**config.mk**
```make
export PLATFORM = sky130hd
export DESIGN_NAME = frame_source_flat
export DESIGN_NICKNAME = d
export VERILOG_FILES = /design/src/rtl/frame_source_if.sv /design/src/rtl/frame_source.sv /design/src/flat_wrapper.sv
export SDC_FILE = /design/constraint.sdc
export NUM_CORES = 1
export LEC_CHECK = 0
export BUFFER_PORTS_ARGS = -buffer_cell sky130_fd_sc_hd__clkbuf_2
export CORE_MARGIN = 3
export CORE_UTILIZATION = 45
export CTS_CLUSTER_DIAMETER = 200
export DETAILED_ROUTE_END_ITERATION = 10
export GPL_TIMING_DRIVEN = 1
export PLACE_DENSITY = 0.68
export SLEW_MARGIN = 5
export SYNTH_ARGS = -nofsm -noshare
export SYNTH_HDL_FRONTEND = slang
export SYNTH_SLANG_ARGS = --single-unit
export TNS_END_PERCENT = 10
```
**constraint.sdc**
```tcl
create_clock -name clk -period 2.4 [get_ports clk]
set_input_delay 0 -clock clk [delete_from_list [all_inputs] [get_ports clk]]
set_output_delay 0 -clock clk [all_outputs]
set_load 0.03 [all_outputs]
```
**src/rtl/frame_source_if.sv**
```systemverilog
// Frame/line/data-valid video link between a pattern source and a capture sink.
// The source drives the strobes and pixel bus; the sink side drives run enable and pattern select.
interface frame_source_if;
    logic       en;
    logic [2:0] sel;
    logic       fval;
    logic       lval;
    logic       dval;
    logic [7:0] pix_data;
    logic       frame_done;

    modport master (
        input  en,
        input  sel,
        output fval,
        output lval,
        output dval,
        output pix_data,
        output frame_done
    );

    modport slave (
        output en,
        output sel,
        input  fval,
        input  lval,
        input  dval,
        input  pix_data,
        input  frame_done
    );
endinterface

```
**src/rtl/frame_source.sv**
```systemverilog
// Greyscale test-pattern frame generator with camera-link style fval/lval/dval framing.
// Every output is a flop decoded from the previous cycle's state, so strobes trail the FSM by one cycle.
module frame_source #(
    parameter int WIDTH    = 640,
    parameter int HEIGHT   = 480,
    parameter int H_BLANK  = 16,
    parameter int FV_TO_LV = 2,
    parameter int LV_TO_FV = 2,
    parameter int V_BLANK  = 8
) (
    input  logic           clk,
    input  logic           rst,
    frame_source_if.master vid
);

    typedef enum logic [2:0] {
        S_IDLE,
        S_FRONT,
        S_LINE,
        S_HBLANK,
        S_BACK,
        S_VBLANK
    } state_e;

    localparam logic [2:0] PAT_BLACK  = 3'b000;
    localparam logic [2:0] PAT_WHITE  = 3'b001;
    localparam logic [2:0] PAT_GRAD   = 3'b010;
    localparam logic [2:0] PAT_CHECK  = 3'b011;
    localparam logic [2:0] PAT_CUBES  = 3'b110;
    localparam logic [2:0] PAT_BORDER = 3'b111;

    localparam logic [15:0] X_LAST      = 16'(WIDTH - 1);
    localparam logic [15:0] Y_LAST      = 16'(HEIGHT - 1);
    localparam logic [15:0] FRONT_LAST  = 16'(FV_TO_LV - 1);
    localparam logic [15:0] HBLANK_LAST = 16'(H_BLANK - 1);
    localparam logic [15:0] BACK_LAST   = 16'(LV_TO_FV - 1);
    localparam logic [15:0] VBLANK_LAST = 16'(V_BLANK - 1);

    state_e      state_q, state_d;
    logic [15:0] cnt_q, cnt_d;
    logic [15:0] x_q, x_d;
    logic [15:0] y_q, y_d;
    logic [2:0]  sel_q, sel_d;

    logic        fval_q, fval_d;
    logic        lval_q, lval_d;
    logic [7:0]  pix_q, pix_d;
    logic        done_q, done_d;

    logic [7:0]  pattern;
    logic [2:0]  tile_sum;

    // NOTE: every variable gets its hold value before the case, so no path leaves one unassigned and no latch is inferred.
    always_comb begin
        state_d = state_q;
        cnt_d   = cnt_q;
        x_d     = x_q;
        y_d     = y_q;
        sel_d   = sel_q;

        case (state_q)
            S_IDLE: begin
                if (vid.en) begin
                    state_d = S_FRONT;
                    sel_d   = vid.sel;
                    x_d     = '0;
                    y_d     = '0;
                    cnt_d   = '0;
                end
            end

            S_FRONT: begin
                if (cnt_q == FRONT_LAST) begin
                    state_d = S_LINE;
                    cnt_d   = '0;
                    x_d     = '0;
                end else begin
                    cnt_d = cnt_q + 16'd1;
                end
            end

            S_LINE: begin
                if (x_q == X_LAST) begin
                    cnt_d = '0;
                    if (y_q < Y_LAST) begin
                        state_d = S_HBLANK;
                        y_d     = y_q + 16'd1;
                    end else begin
                        state_d = S_BACK;
                    end
                end else begin
                    x_d = x_q + 16'd1;
                end
            end

            S_HBLANK: begin
                x_d = '0;
                if (cnt_q == HBLANK_LAST) begin
                    state_d = S_LINE;
                    cnt_d   = '0;
                end else begin
                    cnt_d = cnt_q + 16'd1;
                end
            end

            S_BACK: begin
                if (cnt_q == BACK_LAST) begin
                    state_d = S_VBLANK;
                    cnt_d   = '0;
                end else begin
                    cnt_d = cnt_q + 16'd1;
                end
            end

            S_VBLANK: begin
                if (cnt_q == VBLANK_LAST) begin
                    cnt_d = '0;
                    // Back-to-back frames: restart straight from vertical blanking.
                    if (vid.en) begin
                        state_d = S_FRONT;
                        sel_d   = vid.sel;
                        x_d     = '0;
                        y_d     = '0;
                    end else begin
                        state_d = S_IDLE;
                    end
                end else begin
                    cnt_d = cnt_q + 16'd1;
                end
            end

            default: state_d = S_IDLE;
        endcase
    end

    always_comb begin
        tile_sum = x_q[8:6] + y_q[8:6];
        pattern  = 8'h00;
        case (sel_q)
            PAT_BLACK:  pattern = 8'h00;
            PAT_WHITE:  pattern = 8'hFF;
            PAT_GRAD:   pattern = x_q[7:0];
            PAT_CHECK:  pattern = (x_q[5] ^ y_q[5]) ? 8'hFF : 8'h00;
            // Multiplying by 0x20 and truncating keeps only the low three bits of the tile sum.
            PAT_CUBES:  pattern = {tile_sum, 5'b0_0000};
            PAT_BORDER: pattern = (x_q == 16'd0 || x_q == X_LAST ||
                                   y_q == 16'd0 || y_q == Y_LAST) ? 8'hFF : 8'h00;
            default:    pattern = 8'h80;
        endcase
    end

    always_comb begin
        fval_d = (state_q == S_FRONT) || (state_q == S_LINE) ||
                 (state_q == S_HBLANK) || (state_q == S_BACK);
        lval_d = (state_q == S_LINE);
        pix_d  = (state_q == S_LINE) ? pattern : 8'h00;
        done_d = (state_q == S_VBLANK) && (cnt_q == 16'd0);
    end

    // NOTE: state flops use non-blocking assignments so every register samples pre-edge values.
    always_ff @(posedge clk) begin
        if (rst) begin
            state_q <= S_IDLE;
            cnt_q   <= '0;
            x_q     <= '0;
            y_q     <= '0;
            sel_q   <= '0;
            fval_q  <= 1'b0;
            lval_q  <= 1'b0;
            pix_q   <= 8'h00;
            done_q  <= 1'b0;
        end else begin
            state_q <= state_d;
            cnt_q   <= cnt_d;
            x_q     <= x_d;
            y_q     <= y_d;
            sel_q   <= sel_d;
            fval_q  <= fval_d;
            lval_q  <= lval_d;
            pix_q   <= pix_d;
            done_q  <= done_d;
        end
    end

    assign vid.fval       = fval_q;
    assign vid.lval       = lval_q;
    assign vid.dval       = lval_q;
    assign vid.pix_data   = pix_q;
    assign vid.frame_done = done_q;

endmodule

```
**src/flat_wrapper.sv**
```systemverilog
// flat-port wrapper written by rule: the top's interface ports become plain ports
module frame_source_flat 
#(
    parameter int WIDTH    = 640,
    parameter int HEIGHT   = 480,
    parameter int H_BLANK  = 16,
    parameter int FV_TO_LV = 2,
    parameter int LV_TO_FV = 2,
    parameter int V_BLANK  = 8
)
  (clk, rst, vid_en, vid_sel, vid_fval, vid_lval, vid_dval, vid_pix_data, vid_frame_done);
  frame_source_if vid_i ();
  input  logic clk;
  input  logic rst;
  input wire logic [$bits(vid_i.en)-1:0] vid_en;
  input wire logic [$bits(vid_i.sel)-1:0] vid_sel;
  output wire logic [$bits(vid_i.fval)-1:0] vid_fval;
  output wire logic [$bits(vid_i.lval)-1:0] vid_lval;
  output wire logic [$bits(vid_i.dval)-1:0] vid_dval;
  output wire logic [$bits(vid_i.pix_data)-1:0] vid_pix_data;
  output wire logic [$bits(vid_i.frame_done)-1:0] vid_frame_done;
  assign vid_i.en = vid_en;
  assign vid_i.sel = vid_sel;
  assign vid_fval = vid_i.fval;
  assign vid_lval = vid_i.lval;
  assign vid_dval = vid_i.dval;
  assign vid_pix_data = vid_i.pix_data;
  assign vid_frame_done = vid_i.frame_done;
  frame_source #(.WIDTH(WIDTH), .HEIGHT(HEIGHT), .H_BLANK(H_BLANK), .FV_TO_LV(FV_TO_LV), .LV_TO_FV(LV_TO_FV), .V_BLANK(V_BLANK)) u_core (.clk(clk), .rst(rst), .vid(vid_i));
endmodule
```
# Yosys cells after proc, flatten, opt, wreduce, memory -nomap -nowiden
# Index checks and enable logic that the tools add are counted.
# classes
n_addsub,4
mul,0
div,0
n_lt_le_gt_ge,1
eq_ne,23
n_shift,0
n_mux,31
n_bitwise,2
reduce_logical,23
# ops
op,count
two-way mux 16 bit,13
one-hot mux 16 bit (5 select lines),2
adder 16 x 1 -> 16 bit (second input constant),3
logical NOT 16 bit,3
one-hot mux 16 bit (3 select lines),1
one-hot mux 8 bit (6 select lines),1
two-way mux 3 bit,9
one-hot mux 3 bit (6 select lines),1
== test 16 x 1 -> 1 bit (second input constant),1
== test 16 x 10 -> 1 bit (second input constant),1
== test 16 x 3 -> 1 bit (second input constant),1
== test 16 x 4 -> 1 bit (second input constant),1
== test 16 x 9 -> 1 bit (second input constant),1
less-than comparator 16 x 9 -> 1 bit (second input constant),1
two-way mux 8 bit,2
== test 3 x 2 -> 1 bit (second input constant),4
== test 3 bit (second input constant),4
nonzero test 5 bit,2
!= test 2 x 1 -> 1 bit (second input constant),4
!= test 2 bit (second input constant),4
AND reduction 4 bit,2
== test 3 x 1 -> 1 bit (second input constant),2
logical NOT 3 bit,2
logical OR 1 bit,6
other kinds (12),13
# word_totals
regBits,65
latchBits,0
ramBits,0
romBits,0
n_memories,0

# Logic depth before layout (Yosys ltp)
# logic_depth
depth_word,6
depth_mapped,9
ltp_nobuf,8

# Least setup slack after synthesis
# Ideal clock, no wire load.
# synth_path
path_type,register to register
from,register u_core.x_q[11]
to,register u_core.cnt_q[7]
t_arrival_ns,2.264
t_required_ns,2.282
setup_slack_ns,0.018
path_stages_with_launch,9
period_less_slack_ns,2.382
path_cell_list,dfxtp_1 > or4_1 > or4_1 > buf_6 > a221oi_4 > nor2_2 > buf_6 > a22oi_4 > o21ai_2
# synth_between
elab_chain_len,3
# synth_rtl
item,line_no,source
start: declaration,frame_source.sv:41,"logic [15:0] x_q, x_d;"
start signal: assignment,frame_source.sv:165,x_q <= '0;
start signal: assignment,frame_source.sv:175,x_q <= x_d;
== test 16 x 10 -> 1 bit,frame_source.sv:83,if (x_q == X_LAST) begin
!= test 2 bit (no line),n/a,
AND reduction 3 bit (no line),n/a,
end signal: assignment,frame_source.sv:174,cnt_q <= cnt_d;
end: declaration,frame_source.sv:40,"logic [15:0] cnt_q, cnt_d;"
# No other way between the ends.
# A chain may end at the register's enable or synchronous reset.

# Worst setup path in the final report
# layout_path
from,register u_core.x_q[12]
to,register u_core.cnt_q[9]
# Same word-level chain as after synthesis.

==> flow_summary.ini <==
[floorplanning]
die_y_um = 93.56
initial_utilization = 0.4706
coreArea_um2 = 7331
die-width_um = 93.56
boundaryPins = 18
placementRows = 31
fp.dieArea_um2 = 8753

[yosys]
synth_enable_flop_cells = 0
dominantRegCellSynth = sky130_fd_sc_hd__dfxtp_1
synth_seq_area_share = 0.3772
synth.ff_latch_count = 65
synth_nets = 450
synthesis.yosys.warnings = 0
synth.avg_cell_area_um2 = 7.930
post_syn_instances = 435
mappedNetlistArea_um2 = 3450
synth_cell_type_count = 58
postSynth.asyncResetShare = 0

[placement]
placement.cell_area_um2 = 3862
numPlacedInstances = 568
gp_congestion = 0.8607
dp_wirelength_mm = 5.535
port_buffer_count = 17

[global_route]
grt_first_pass_wirelength_mm = 13.66
globalRouteTotalUtil = 0.1944
grt.busiest_layer = met2
groute.layer.met3.usage = 0.03298
grt_pass1_vias = 2977
grt_util_met2 = 0.3091
met1_routing_resource_usage_after_global_routing = 0.2557
remaining_overflow_grt = 0
grt_antenna_before_repair = 0
grt_start_max_net_pins = 33

[worst_setup_path]
crit_path_max_incr_delay_ns = 0.51
timing.critical_path.cells = or4_4 -> or4_4 -> a221oi_4 -> nor2_4 -> buf_4 -> a21oi_1 -> mux2i_1
critPathKind = reg -> reg
worstSetupStartpointType = register
setup.reg_to_reg.worst_slack_ns = 0.13
crit_path_end_kind = register
capture_point_of_the_worst_reg_to_reg_path = u_core.cnt_q[9]
cp_data_arrival_time_ns = 2.51
crit_path_frequent_cell = sky130_fd_sc_hd__or4_4
timing.critical_path.slowest_stage_cell = sky130_fd_sc_hd__or4_4
regToRegStartpoint = u_core.x_q[12]
worstRegToRegCells = 7
critical_path_fanout_max = 7
required_ns = 2.64

[timing]
fin_setup_tns_ns = 0
final.period_utilization = 0.9468
timing_worst_slew_pin_value_ns = 0.5337
skew_ns = 0.008066
final.min_clock_period_ns = 2.272
timing_max_transition_violations_final = 0
slew-limit-headroom = 0.6415
hold-worst-slack_ns = 0.02652
fmaxAchievable_mhz = 440.1
setup_viol = 0
final-hold-violation-count = 0
setup_repair_after_global_routing_missed_its_margin = no

[worst_hold_path]
worst_hold_startpoint = rst
holdPathEnd = u_core.y_q[7]
hold_path_depth = 4
min_path_type = in -> reg

[finish]
antenna_cells = 0
total_area_of_sequential_cells_um2 = 1303
area.growth.synth_to_final_pct = 20.60
layout_commonest_cell = sky130_fd_sc_hd__dfxtp_1
design.final.nets = 500
final-instance-count-excl-fill = 589
multi_input_comb_area_um2 = 2023
layout.filler_cells = 645
final_layout_size_suffix_gt1_frac = 0.1939
commonest_cells_after_routing_fill_and_taps_aside = 64 x sky130_fd_sc_hd__dfxtp_1, 48 x sky130_fd_sc_hd__nand2_1, 40 x sky130_fd_sc_hd__a21oi_1, 40 x sky130_fd_sc_hd__buf_4, 38 x sky130_fd_sc_hd__nor2_1
layout.core_utilization = 0.5675
layout.cell_area.non_filler_um2 = 4160

[pwr]
comb_power_share = 0.319
p_switching_mw = 1.133
power.clock.fraction = 0.304
pwr-share-seq = 0.377
worst_ir_drop_vdd_mv = 0.3127
internal_power_mw = 2.021
powerDensity_nw_per_um2 = 758.2
sw_frac_of_total = 0.3593
p_leak_nw = 1.575

[drt]
drt_wl_total_mm = 8.068
detailedRoute.firstIterationViolations = 201
drtAntennaViolNets = 0
post_drt_wl_per_cell_um = 13.70
vias = 3267
viasPerCell = 5.547
first_pass_iters = 5
detail_route.drc_violations = 0

[cts]
cts_tree = yes
cts_made_buffers = 9
clk_pin_slew_worst_paths_ns = 0.08
h-tree-depth = 3
clock_tree.buffer_depth = 2
cts-root-buf = sky130_fd_sc_hd__clkbuf_8
clk_latency_ns = 0.35
sink_count = 65

[flow_run]
max_cap_violations = 0

[outcome]
outcome = finished clean
-- synthesized netlist by cell type (4+ instances only) --
library cell,number,area share
sky130_fd_sc_hd__xnor2_1,4,0.010
sky130_fd_sc_hd__ha_1,8,0.029
sky130_fd_sc_hd__nand3b_1,5,0.011
sky130_fd_sc_hd__o311ai_0,4,0.010
sky130_fd_sc_hd__and3_1,8,0.015
sky130_fd_sc_hd__a21oi_1,40,0.058
sky130_fd_sc_hd__o31ai_1,6,0.013
sky130_fd_sc_hd__nor4_1,8,0.015
sky130_fd_sc_hd__a31oi_1,8,0.015
sky130_fd_sc_hd__or3_1,10,0.018
sky130_fd_sc_hd__nor2_1,39,0.042
sky130_fd_sc_hd__and2_1,10,0.018
sky130_fd_sc_hd__nand2_1,48,0.052
sky130_fd_sc_hd__nor3_1,13,0.019
sky130_fd_sc_hd__nand4_1,7,0.013
sky130_fd_sc_hd__o21ai_1,5,0.0073
sky130_fd_sc_hd__nor2b_1,4,0.0073
sky130_fd_sc_hd__mux2i_1,6,0.017
sky130_fd_sc_hd__clkbuf_1,14,0.015
sky130_fd_sc_hd__nand3_1,30,0.044
sky130_fd_sc_hd__o21ai_0,17,0.025
sky130_fd_sc_hd__inv_1,19,0.021
sky130_fd_sc_hd__dfxtp_1,65,0.38
-- through the flow --
stage / power, mW / setup slack, ns
2_1_floorplan: 1.840 / 0.01793
3_3_place_gp: 2.139 / -0.1057
3_5_place_dp: 2.141 / -0.1387
4_1_cts: 3.134 / 0.004812
5_1_grt: 3.335 / 0.02120
6_report: 3.154 / 0.1278
-- timing repair --
action	4_1_cts	5_1_grt
pin swaps	3	3
gates resized for setup	5	4
hold buffers	3	0
setup endpoints to repair	31	32
cloned	1	1
hold endpoints to repair	3	0
setup buffers	0	0
-- power groups by stage --
| stage | clock [mW] | combinational (mW) | sequential, mW |
|---|---|---|---|
| floorplan | 0 | 0.626 | 1.21 |
| global placement | 0 | 0.927 | 1.21 |
| detailed placement | 0 | 0.927 | 1.21 |
| CTS | 0.976 | 0.968 | 1.19 |
| global route | 1.02 | 1.12 | 1.20 |
| finish | 0.958 | 1.01 | 1.19 |
-- kinds of logic (layout without fill, tap and decap cells) --
group / count (synthesis) / in the layout / share of synthesized area
simple gates: 197 / 198 / 0.2876
compound gates: 107 / 108 / 0.2075
flops: 65 / 65 / 0.3772
buf+inv: 43 / 96 / 0.05440
fa+ha+maj: 9 / 9 / 0.03482
xor+xnor: 7 / 7 / 0.01777
mux: 7 / 7 / 0.02068
-- critical path: cells and delay by family (launching register included) --
family | cells | cell delay, ns
DFF | 1 | 0.35
buffers and inverters | 1 | 0.16
and+or+nand+nor | 3 | 1.10
AOI/OAI and AO/OA | 2 | 0.47
muxes | 1 | 0.08
-- area by class of cell --
cell class,count,area share
inverters,19,0.01714
well taps,99,0.02977
clock buffers,9,0.02977
clock inverters,7,0.01925
flip-flops and latches,65,0.3131
repair buffers,61,0.1047
multi-input cells,329,0.4863
-- sequential cells by signal, summed over array words and instances (netlist names) --
signal	count
u_core.vid.fval	1
u_core.cnt_q	16
u_core.vid.pix_data	8
u_core.state_q	3
u_core.sel_q	3
u_core.x_q	16
u_core.y_q	16
u_core.vid.dval	1
u_core.vid.frame_done	1
-- how the worst max path moves through the flow --
stage                         startpoint         endpoint  slack (ns)
after floorplan           u_core.x_q[11]  u_core.cnt_q[7]        0.02
after global placement    u_core.x_q[12]    u_core.x_q[1]       -0.11
after detailed placement  u_core.x_q[12]   u_core.x_q[11]       -0.14
after CTS                 u_core.x_q[12]  u_core.cnt_q[5]       0.005
after global routing      u_core.x_q[12]  u_core.cnt_q[5]        0.02
final                     u_core.x_q[12]  u_core.cnt_q[9]        0.13
-- metal layers --
| metal | wire length (µm) | vias up |
|---|---|---|
| li1 | - | 1672 |
| met1 | 3767 | 1517 |
| met2 | 3816 | 65 |
| met3 | 311 | 13 |
| met4 | 172 | 0 |
| met5 | 0 | - |
Note: power is estimated with default switching activity, not from simulation.
